### config.mk
export PLATFORM = sky130hd
export DESIGN_NAME = wb_host_master
export DESIGN_NICKNAME = d
export VERILOG_FILES = /design/src/rtl/wb_pkg.sv /design/src/rtl/wb_timeout_counter.sv /design/src/rtl/wb_host_master.sv
export SDC_FILE = /design/constraint.sdc
export NUM_CORES = 1
export LEC_CHECK = 0
export CAP_MARGIN = 20
export CELL_PAD_IN_SITES_DETAIL_PLACEMENT = 2
export CELL_PAD_IN_SITES_GLOBAL_PLACEMENT = 2
export CORE_MARGIN = 2
export CORE_UTILIZATION = 24
export DETAILED_ROUTE_END_ITERATION = 6
export PLACE_DENSITY_LB_ADDON = 0.15
export SYNTH_ARGS = -nofsm -noshare
export SYNTH_HDL_FRONTEND = slang
export SYNTH_SLANG_ARGS = --single-unit
### constraint.sdc
create_clock -name wb_clk_i -period 5.65 [get_ports wb_clk_i]
set_clock_uncertainty 0.2 [all_clocks]
set_input_delay 0.8475 -clock wb_clk_i [delete_from_list [all_inputs] [get_ports wb_clk_i]]
set_output_delay 0.8475 -clock wb_clk_i [all_outputs]
set_load 0.02 [all_outputs]
### src/rtl/wb_pkg.sv
// Shared types and widths for the Wishbone host master and the benches that drive it.
package wb_pkg;

    localparam int unsigned WB_AW   = 32;
    localparam int unsigned WB_DW   = 32;
    localparam int unsigned WB_SELW = 4;

    typedef enum logic [1:0] {
        StIdle,
        StBus,
        StResp
    } wb_state_e;

    typedef struct packed {
        logic               we;
        logic [WB_AW-1:0]   adr;
        logic [WB_DW-1:0]   dat;
        logic [WB_SELW-1:0] sel;
    } wb_cmd_t;

endpackage

### src/rtl/wb_timeout_counter.sv
// Saturating cycle counter that flags when a strobe has waited TIMEOUT_CYCLES-1 cycles.
module wb_timeout_counter #(
    parameter int unsigned TIMEOUT_CYCLES = 255
) (
    input  logic clk,
    input  logic rst,
    input  logic clear,
    input  logic enable,
    output logic expired
);

    localparam int unsigned CW = $clog2(TIMEOUT_CYCLES + 1);
    localparam logic [CW-1:0] Limit = CW'(TIMEOUT_CYCLES - 1);

    logic [CW-1:0] cnt_q, cnt_d;

    // Holds at the limit rather than wrapping, so expired stays asserted.
    always_comb begin
        cnt_d = cnt_q;
        if (clear) begin
            cnt_d = '0;
        end else if (enable && (cnt_q != Limit)) begin
            cnt_d = cnt_q + CW'(1);
        end
    end

    always_ff @(posedge clk) begin
        if (rst) begin
            cnt_q <= '0;
        end else begin
            cnt_q <= cnt_d;
        end
    end

    assign expired = (cnt_q == Limit);

endmodule

### src/rtl/wb_host_master.sv
// Wishbone classic single-transfer master with valid/ready command and response channels.
module wb_host_master
    import wb_pkg::*;
#(
    parameter int unsigned TIMEOUT_CYCLES = 255
) (
    input  logic               wb_clk_i,
    input  logic               wb_rst_i,
    input  logic               cmd_valid,
    output logic               cmd_ready,
    input  logic               cmd_we,
    input  logic [WB_AW-1:0]   cmd_adr,
    input  logic [WB_DW-1:0]   cmd_dat,
    input  logic [WB_SELW-1:0] cmd_sel,
    output logic               rsp_valid,
    input  logic               rsp_ready,
    output logic [WB_DW-1:0]   rsp_dat,
    output logic               rsp_err,
    output logic               wbm_cyc_o,
    output logic               wbm_stb_o,
    output logic               wbm_we_o,
    output logic [WB_AW-1:0]   wbm_adr_o,
    output logic [WB_DW-1:0]   wbm_dat_o,
    output logic [WB_SELW-1:0] wbm_sel_o,
    input  logic               wbm_ack_i,
    input  logic [WB_DW-1:0]   wbm_dat_i
);

    wb_state_e        state_q, state_d;
    wb_cmd_t          cmd_q, cmd_d;
    logic [WB_DW-1:0] rsp_dat_q, rsp_dat_d;
    logic             rsp_err_q, rsp_err_d;
    logic             cmd_ready_q, cyc_q, rsp_valid_q;
    logic             cnt_clear, cnt_en, expired;

    wb_timeout_counter #(
        .TIMEOUT_CYCLES(TIMEOUT_CYCLES)
    ) u_timeout (
        .clk    (wb_clk_i),
        .rst    (wb_rst_i),
        .clear  (cnt_clear),
        .enable (cnt_en),
        .expired(expired)
    );

    always_comb begin
        state_d   = state_q;
        cmd_d     = cmd_q;
        rsp_dat_d = rsp_dat_q;
        rsp_err_d = rsp_err_q;
        cnt_clear = 1'b0;
        cnt_en    = 1'b0;
        unique case (state_q)
            StIdle: begin
                if (cmd_valid) begin
                    cmd_d     = '{we: cmd_we, adr: cmd_adr, dat: cmd_dat, sel: cmd_sel};
                    rsp_dat_d = '0;
                    rsp_err_d = 1'b0;
                    cnt_clear = 1'b1;
                    state_d   = StBus;
                end
            end
            StBus: begin
                // Ack takes priority over a timeout expiring in the same cycle.
                if (wbm_ack_i) begin
                    rsp_dat_d = cmd_q.we ? '0 : wbm_dat_i;
                    rsp_err_d = 1'b0;
                    state_d   = StResp;
                end else if (expired) begin
                    rsp_dat_d = '0;
                    rsp_err_d = 1'b1;
                    state_d   = StResp;
                end else begin
                    cnt_en = 1'b1;
                end
            end
            StResp: begin
                if (rsp_ready) begin
                    state_d = StIdle;
                end
            end
            default: state_d = StIdle;
        endcase
    end

    always_ff @(posedge wb_clk_i) begin
        if (wb_rst_i) begin
            state_q     <= StIdle;
            cmd_q       <= '0;
            rsp_dat_q   <= '0;
            rsp_err_q   <= 1'b0;
            cmd_ready_q <= 1'b1;
            cyc_q       <= 1'b0;
            rsp_valid_q <= 1'b0;
        end else begin
            state_q     <= state_d;
            cmd_q       <= cmd_d;
            rsp_dat_q   <= rsp_dat_d;
            rsp_err_q   <= rsp_err_d;
            cmd_ready_q <= (state_d == StIdle);
            cyc_q       <= (state_d == StBus);
            rsp_valid_q <= (state_d == StResp);
        end
    end

    assign cmd_ready = cmd_ready_q;
    assign rsp_valid = rsp_valid_q;
    assign rsp_dat   = rsp_dat_q;
    assign rsp_err   = rsp_err_q;
    assign wbm_cyc_o = cyc_q;
    assign wbm_stb_o = cyc_q;
    assign wbm_we_o  = cmd_q.we;
    assign wbm_adr_o = cmd_q.adr;
    assign wbm_dat_o = cmd_q.dat;
    assign wbm_sel_o = cmd_q.sel;

endmodule

Yosys cells after proc, flatten, opt, wreduce, memory -nomap -nowiden
Index checks and enable logic that the tools add are counted.

Flip-flop bits (word level): 115. Bits in latches: 0. Bits in writable memories: 0. Bits in read-only memories: 0. Output and inout bits: 106. Memories: 0.

Add/subtract/negate cells: 1. Multiply operators: 0. Div/mod/pow operators: 0. Order comparisons: 0. Eq/ne operators: 8. Shifts and indexed selects: 0. Muxes and demuxes: 19. Bitwise gates (word level): 0. Reduce and logical (&&, ||, !) cells: 7.

Operators by type and width (number): 32-bit 2-to-1 mux (4); 32-bit case mux with 2 select lines (1); 8-bit by 1-bit adder with 8-bit output, second input constant (1); 8-bit == test, second input constant (1); 1-bit 2-to-1 mux (8); 2-bit 2-to-1 mux (4); 8-bit inequality test, second input constant (1); 2-bit case mux with 3 select lines (1); 2-bit by 1-bit == test with 1-bit output, second input constant (2); 2-bit == test, second input constant (2); 2-bit zero test (2); 3-bit inequality test, second input constant (1); 3-bit AND reduction (1); 2-bit inequality test, second input constant (1); 1-bit case mux with 2 select lines (1); 2-bit AND reduction (1); 2-bit nonzero test (1); 2-bit OR reduction (1); 1-bit logical AND (1).

Logic depth before layout (Yosys ltp)
Gate-level depths: netlist of run 1.

Depth in word-level cells: 5. Mapped depth: 7. Mapped depth without buffers: 5.

Modules after synthesis
From an unflattened synthesis of run 1, not the netlist that was laid out.

Cells, all modules: 450. Area, all modules: 4117.7 sq um.

By module, submodules not included: wb_host_master (times used 1, cells an instance 399, area each 3674.8 sq um); wb_timeout_counter (times used 1, cells an instance 51, area each 442.9 sq um).

Least setup slack after synthesis of run 1
Ideal clock, no wire load.

Path type: input port to flip-flop. Start: input cmd_valid. End: register cmd_q, in the netlist wbm_we_o. Data arrival time: 1.680 ns. Required time: 5.318 ns. Setup slack: 3.638 ns. Stages: 6. Buffers on the path: 3. Cells stage by stage: or3b_1 buf_2 buf_6 buf_6 nand2_1 a21oi_1.

Word-level cells in the longest chain between the ends: 1.

Ends and longest elaborated chain: start, declared (RTL line wb_host_master.sv:9) `input logic cmd_valid,`; 2-bit AND reduction (no source line); end signal, assigned (RTL line wb_host_master.sv:97) `cmd_q <= cmd_d;`; end, declared (RTL line wb_host_master.sv:30) `wb_cmd_t cmd_q, cmd_d;`.

Every way passes these cells. A chain may end at the register's enable or synchronous reset.

Worst setup path in the final report of run 1
Start: input cmd_valid. End: register cmd_q, in the netlist wbm_adr_o[28].

The elaborated chain is that of the path after synthesis.

==> impl_results.md, run 1 <==
- Cell area power density: approximately 320 nW/um^2
- Run status: complete, no violations
- Sequential standard cell area: roughly 2300 sq um
- Top cell type's share of synthesized area: around 50%
- Count of final max-slew check failures: 0
- Top post-synthesis cells by area: sky130_fd_sc_hd__dfxtp_1 (50%), sky130_fd_sc_hd__nand2_1 (12%), sky130_fd_sc_hd__a21oi_1 (11%), sky130_fd_sc_hd__o2111ai_1 (6.1%), sky130_fd_sc_hd__a22oi_1 (5.3%)
- Leakage power figure: approximately 0.0026 uW
- Switching fraction of total power: between 20% and 30%
- Share of flip-flops with an asynchronous set or reset: 0%
- Die Width: 142 um
- Setup-failing EPs final: 0
- Internal power consumption: about 1700 uW
- Max-Slew Margin vs Limit: between 30 and 40%
- Max incr delay on CP: 0.89 ns
- TritonCTS buffer count: 17
- Post-route cell area: ~7400 sq um
- CTS tree: done
- Count of antenna diodes in the layout: 0
- Count of warnings emitted by yosys: 0
- Crit-path cells: clkdlybuf4s50_1 -> or3b_4 -> buf_4 -> nand2_1 -> a21oi_1
- RSZ-0062 raised after global routing: false
- Tightest Hold Check Type: reg -> reg
- Max clock buf depth: 2
- Total Routed Length: roughly 17000 um
- Peak ir drop on the vdd network: around 200 uV
- Synth-to-layout area growth: 62.2%
- Final hold vios: 0
- Vias in the first global route: between 5000 and 6000
- Cell family contributing the most delay on the critical path: simple AND/OR/NAND/NOR gates
- Final critical delay including setup and external delays: ~2.8 ns
- Number of stages on the worst setup path: 5
- Area of combinational cells with multiple inputs: 2000 sq um
- Clock net sink count: 115
- Number of antenna violations at the first check in global routing: 1
- Area of the die: slightly above 20000 sq um
- CTS Hold Bufs: 0
- Number of detailed-route iterations in the first pass: 4
- Gr usage total: around 17%
- Clock root buffer: sky130_fd_sc_hd__clkbuf_16
- Effective utilization at floorplan: 24.4%
- Most frequently used flop master after synthesis: sky130_fd_sc_hd__dfxtp_1
- Antenna viol nets, final: 0
- Synthesized cell area: ~4600 sq um
- Critical path capture point type: flip-flop
- Estimated wirelength of the detail-placed design: ~12000 um
- Post-synth EDFFs: 0
- Row cnt: 50
- Net count of the mapped netlist: approximately 640
- Total net switching power: just over 600 uW
- Routed wirelength normalized by instance count: approximately 18 um
- # IOs: 212
- Post-synthesis area per instance: 8.61 sq um
- DIE HEIGHT: around 140 um
- Critical path buffer and inverter count: 2
- Number of register bits inferred by synthesis: 115
- Routed vias/inst: 4.95
- Number of port buffers: 211
- Clock network power share: a little under half
- Largest net degree at the start of global routing: 76
- Count of H-tree levels built during CTS: 4
- Sequential fraction of the synthesis area: ~50%
- Setup Crit Path Kind: in -> reg
- Worst hold path depth: 2
- Post-Synthesis Cells: 531
- Post-CTS Setup Inserts: 0
- Cell with the biggest individual delay on the critical path: sky130_fd_sc_hd__or3b_4
- Setup total negative slack: 0 ns
- Clock-pin slew reported for the worst setup and hold paths after clock tree synthesis: roughly 0.060 ns
- Global-route wire length before repair: between 20000 and 30000 um
- Required time of the worst setup path: approximately 5.8 ns
- Worst path arrival time: about 3.0 ns
- Initial detailed-routing violation count: ~130
- Critical-path maximum fanout: 75
- Number of design rule violations left after detail routing: 0
- Count of maximum capacitance violations: 0
- Total via count in the routed design: about 4800
- # nets final: a little over 800
- Placer congestion estimate: 0.722
- Combinational share of power: between 10% and 20%
- Dominant cell type by area after synthesis: sky130_fd_sc_hd__dfxtp_1
- Number of gates given a new drive strength after cts: 0
- Worst setup SP type: input port
- Distinct cells, synth: 39
- Core outline area: ~19000 sq um
- Total of fill cells in the finished design: between 2000 and 2500
- Actual transition at the worst max-transition pin: about 1 ns
- Sequential power share: about 38%
- Share of cells above drive strength 1: about 6.7%
- Placed standard-cell area: between 6000 and 7000 sq um
- Number of cells on the worst reg-to-reg path: 3
- Post-route clock period utilization: approximately 50%
- Clock latency of the later-clocked register in the worst-skew pair: 0.41 ns
- Achievable frequency: 0.352 GHz
- Total congestion overflow: 0
-- path summary, 6_finish.rpt --
| path | endpoint | slack [ns] | startpoint |
|---|---|---|---|
| min | wbm_adr_o[11] | 0.26 | wbm_adr_o[11] |
| max reg2reg | u_timeout.cnt_q[6] | 3.18 | u_timeout.cnt_q[3] |
| min reg2reg | wbm_adr_o[11] | 0.26 | wbm_adr_o[11] |
| max | wbm_adr_o[28] | 2.81 | cmd_valid |
-- worst register-to-register path: stages, from the launching register on --
cell                      delay (ns)
sky130_fd_sc_hd__dfxtp_1        0.45
sky130_fd_sc_hd__nand4_2        0.81
sky130_fd_sc_hd__or4_1          0.79
sky130_fd_sc_hd__a21oi_1        0.15
-- cells in the mapped netlist, types with 2 or more instances --
cell / count
sky130_fd_sc_hd__buf_2: 12
sky130_fd_sc_hd__a211oi_1: 5
sky130_fd_sc_hd__nor2_1: 2
sky130_fd_sc_hd__and4b_1: 2
sky130_fd_sc_hd__nand2_1: 141
sky130_fd_sc_hd__inv_1: 5
sky130_fd_sc_hd__buf_6: 6
sky130_fd_sc_hd__o2111ai_1: 32
sky130_fd_sc_hd__o21a_1: 2
sky130_fd_sc_hd__buf_4: 7
sky130_fd_sc_hd__a21oi_1: 104
sky130_fd_sc_hd__mux2i_1: 3
sky130_fd_sc_hd__or3_1: 3
sky130_fd_sc_hd__nand3_1: 4
sky130_fd_sc_hd__nand4b_1: 2
sky130_fd_sc_hd__mux2_2: 2
sky130_fd_sc_hd__nor3_1: 5
sky130_fd_sc_hd__clkbuf_1: 26
sky130_fd_sc_hd__o21ai_0: 2
sky130_fd_sc_hd__dfxtp_1: 115
sky130_fd_sc_hd__a22oi_1: 32
sky130_fd_sc_hd__ha_1: 2
-- metrics by stage --
stage	instances	hold slack, ns	utilization (%)	setup slack (ns)	total power [uW]
floorplan	531	0.251	-	3.64	1060
global placement	932	0.241	36.2	2.37	1250
detailed placement	932	0.254	36.2	2.29	1260
CTS	964	0.264	39.5	2.72	2390
global route	965	0.275	39.6	2.58	2460
finish	965	0.258	39.6	2.81	2350
-- power by group through the flow --
stage | clock, uW | sequential [uW] | combinational, uW
after detailed placement | 0 | 900 | 358
after global placement | 0 | 897 | 349
after global routing | 1180 | 888 | 386
after CTS | 1140 | 883 | 361
final | 1110 | 882 | 355
after floorplan | 0 | 943 | 121
-- flip-flops by register name (all words and copies together), names as in the netlist --
register	flops
wbm_we_o	1
u_timeout.cnt_q	8
wbm_cyc_o	1
state_q	2
cmd_ready	1
wbm_sel_o	4
rsp_valid	1
rsp_dat	32
wbm_dat_o	32
rsp_err	1
wbm_adr_o	32
-- placed cells by master, fill, tap and decap left out, types with 4 or more instances in the layout --
cell type                         count
sky130_fd_sc_hd__nand3_1              4
sky130_fd_sc_hd__clkinv_2             4
sky130_fd_sc_hd__a22oi_1             32
sky130_fd_sc_hd__dfxtp_1            115
sky130_fd_sc_hd__buf_4                8
sky130_fd_sc_hd__a211oi_1             5
sky130_fd_sc_hd__clkinvlp_4           4
sky130_fd_sc_hd__inv_1                5
sky130_fd_sc_hd__clkdlybuf4s50_1    210
sky130_fd_sc_hd__clkbuf_16           17
sky130_fd_sc_hd__a21oi_1            104
sky130_fd_sc_hd__nor3_1               5
sky130_fd_sc_hd__o2111ai_1           32
sky130_fd_sc_hd__nand2_1            141
-- layout make-up --
cell class	count	share of cell area (%)
well taps	234	3.95
repair buffers	219	29.5
flip-flops and latches	115	31.0
clock inverters	13	2.13
clock buffers	19	6.11
multi-input cells	360	27.0
inverters	5	0.253
-- kinds of logic (layout without fill, tap and decap cells) --
group,after synthesis,after routing,share of synthesized area [%]
AND/OR/NAND/NOR,170,170,16.1
flip-flops,115,115,50.3
buffers and inverters,56,256,6.48
AO/OA/AOI/OAI,183,183,25.4
adder cells (fa/ha/maj),2,2,0.547
multiplexers,5,5,1.15
-- routing by layer --
layer	global-route usage, %	up-vias	share of wire (%)	wire length [um]
li1	-	2277	-	-
met1	20.1	2347	43	7470
met2	29.5	133	49	8440
met3	6.39	15	7.2	1260
met4	5.32	0	1.2	200
met5	0	-	0	0
No activity file was read; power rests on OpenSTA's default activity.
==> run 2: changes to the inputs <==
--- a/config.mk
+++ b/config.mk
@@ -9,7 +9,7 @@
 export CELL_PAD_IN_SITES_DETAIL_PLACEMENT = 2
 export CELL_PAD_IN_SITES_GLOBAL_PLACEMENT = 2
 export CORE_MARGIN = 2
-export CORE_UTILIZATION = 24
+export CORE_UTILIZATION = 23
 export DETAILED_ROUTE_END_ITERATION = 6
 export PLACE_DENSITY_LB_ADDON = 0.15
 export SYNTH_ARGS = -nofsm -noshare
==> constraint.sdc (replaced) <==
create_clock -name wb_clk_i -period 2.64 [get_ports wb_clk_i]
set_clock_uncertainty 0.2 [all_clocks]
set_input_delay 0.396 -clock wb_clk_i [delete_from_list [all_inputs] [get_ports wb_clk_i]]
set_output_delay 0.396 -clock wb_clk_i [all_outputs]
set_load 0.02 [all_outputs]
==> impl_results.md, run 2 (synthesis results as in run 1) <==
- Run status: complete, no violations
- Cell family contributing the most delay on the critical path: buffers and inverters
- Achievable frequency: approximately 0.47 GHz
- Post-route clock period utilization: between 70% and 80%
- Initial detailed-routing violation count: 144 (+13%)
- Number of design rule violations left after detail routing: 0 (unchanged)
- Placer congestion estimate: 0.711 (-1.6%)
- Total of fill cells in the finished design: 2138 (+4.2%)
- Total congestion overflow: 0 (unchanged)
- Worst path arrival time: 1.51 ns (-1.46 ns)
- Die Width: 145 um (+2.1%)
- Actual transition at the worst max-transition pin: 0.453 ns (-0.528 ns)
- Top library cells by usage in the layout, fill and taps aside: sky130_fd_sc_hd__clkdlybuf4s50_1 (210), sky130_fd_sc_hd__nand2_1 (141), sky130_fd_sc_hd__dfxtp_1 (115), sky130_fd_sc_hd__a21oi_1 (104)
- Number of port buffers: 211 (unchanged)
- Number of antenna violations at the first check in global routing: 0 (-1)
- Max-Slew Margin vs Limit: 69.8% (+35 points)
- Number of detailed-route iterations in the first pass: 4 (unchanged)
- Synth-to-layout area growth: 64.0%
- Count of maximum capacitance violations: 0 (unchanged)
- Most frequent standard cell in the layout excluding fill and tap cells: sky130_fd_sc_hd__clkdlybuf4s50_1
- Number of gates given a new drive strength after cts: 0 (unchanged)
- # IOs: 212 (unchanged)
- Area of combinational cells with multiple inputs: 2000 sq um (unchanged)
- Effective utilization at floorplan: 23.5% (-0.95 points)
- Setup-failing EPs final: 0 (unchanged)
- Critical-path maximum fanout: 3 (-96%)
- Clock-pin slew reported for the worst setup and hold paths after clock tree synthesis: 0.06 ns (about the same)
- Count of H-tree levels built during CTS: 4 (unchanged)
- Max clock buf depth: 2 (unchanged)
- TritonCTS buffer count: 17 (unchanged)
- Sequential standard cell area: 2300 sq um (unchanged)
- Count of antenna diodes in the layout: 0 (unchanged)
- Peak ir drop on the vdd network: 457 uV (+130%)
- Critical path capture point type: output pin
- Worst setup SP type: flip-flop
- Share of cells above drive strength 1: 6.42% (-0.28 points)
- Leakage power figure: 0.00259 uW (+1.1%)
- # nets final: 829 (+0.36%)
- Final critical delay including setup and external delays: between 2 and 2.5 ns
- Core outline area: 19500 sq um (+4.0%)
- RSZ-0062 raised after global routing: false
- Clock root buffer: sky130_fd_sc_hd__clkbuf_16
- Max incr delay on CP: 0.69 ns (-0.20 ns)
- Critical path buffer and inverter count: 1 (-1)
- Gr usage total: 16.8% (-0.44 points)
- Setup Crit Path Kind: reg -> out
- Row cnt: 51 (+2.0%)
- Count of final max-slew check failures: 0 (unchanged)
- Clock latency of the later-clocked register in the worst-skew pair: 0.41 ns (about the same)
- Required time of the worst setup path: 2.04 ns (-3.74 ns)
- Global-route wire length before repair: 28400 um (+3.4%)
- Crit-path cells: clkdlybuf4s50_1
- DIE HEIGHT: 145 um (+2.1%)
- Tightest Hold Check Type: in -> reg
- Hold slack final: 0.238 ns (-0.0199 ns)
- Estimated wirelength of the detail-placed design: 12200 um (+3.4%)
- Largest net degree at the start of global routing: 76 (unchanged)
- Final hold vios: 0 (unchanged)
- Antenna viol nets, final: 0 (unchanged)
- Post-CTS Setup Inserts: 0 (unchanged)
- Routed wirelength normalized by instance count: 18.0 um (-0.22%)
- Cell with the biggest individual delay on the critical path: sky130_fd_sc_hd__clkdlybuf4s50_1
- CTS Hold Bufs: 0 (unchanged)
- Clock net sink count: 115 (unchanged)
- Routed vias/inst: 4.78 (-3.3%)
- Area of the die: 21000 sq um (+4.2%)
- CTS tree: done
- Cell area power density: 663 nW/um^2 (+110%)
- Setup total negative slack: 0 ns (unchanged)
- Total Routed Length: 17900 um (+3.1%)
- Vias in the first global route: 5107 (-1.5%)
- Total via count in the routed design: 4766 (-0.13%)
[run 2: cell type report]
type                       count  share of cell area (%)
tap                          265                    4.42
timing repair buffer         222                    30.1
multi-input combinational    360                    26.7
sequential                   115                    30.7
clock buffer                  26                    6.92
clock inverter                 4                   0.934
inverter                       5                   0.250
[run 2: final timing paths]
kind	depth (start not counted)	end	start	slack, ns
min	2	wbm_adr_o[6]	wb_rst_i	0.24
min reg2reg	2	wbm_dat_o[9]	wbm_dat_o[9]	0.25
max reg2reg	4	u_timeout.cnt_q[7]	state_q[1]	0.65
max	1	wbm_we_o	wbm_we_o	0.53
[run 2: routing by layer]
layer,wire length [um],GRT usage [%]
met4,246,5.54
met2,8770,28.7
met5,0,0
met1,7750,19.8
met3,1140,5.66
[run 2: power breakdown]
group          leakage (uW)  internal [uW]  switching, uW
Clock              0.000292           1530            779
Combinational       0.00136            384            395
Sequential         0.000940           1830           58.3
[run 2: stage by stage]
step                      utilization [%]  setup WS, ns  cell area (sq um)  cells  total power [uW]
final                                38.5         0.534               7500    997              4970
after detailed placement             35.5         0.276               6910    967              2710
after CTS                            38.5         0.480               7500    997              5060
after global routing                 38.5         0.461               7500    997              5200
after global placement               35.5         0.346               6910    967              2690
after floorplan                         -         0.816               4570    531              2280
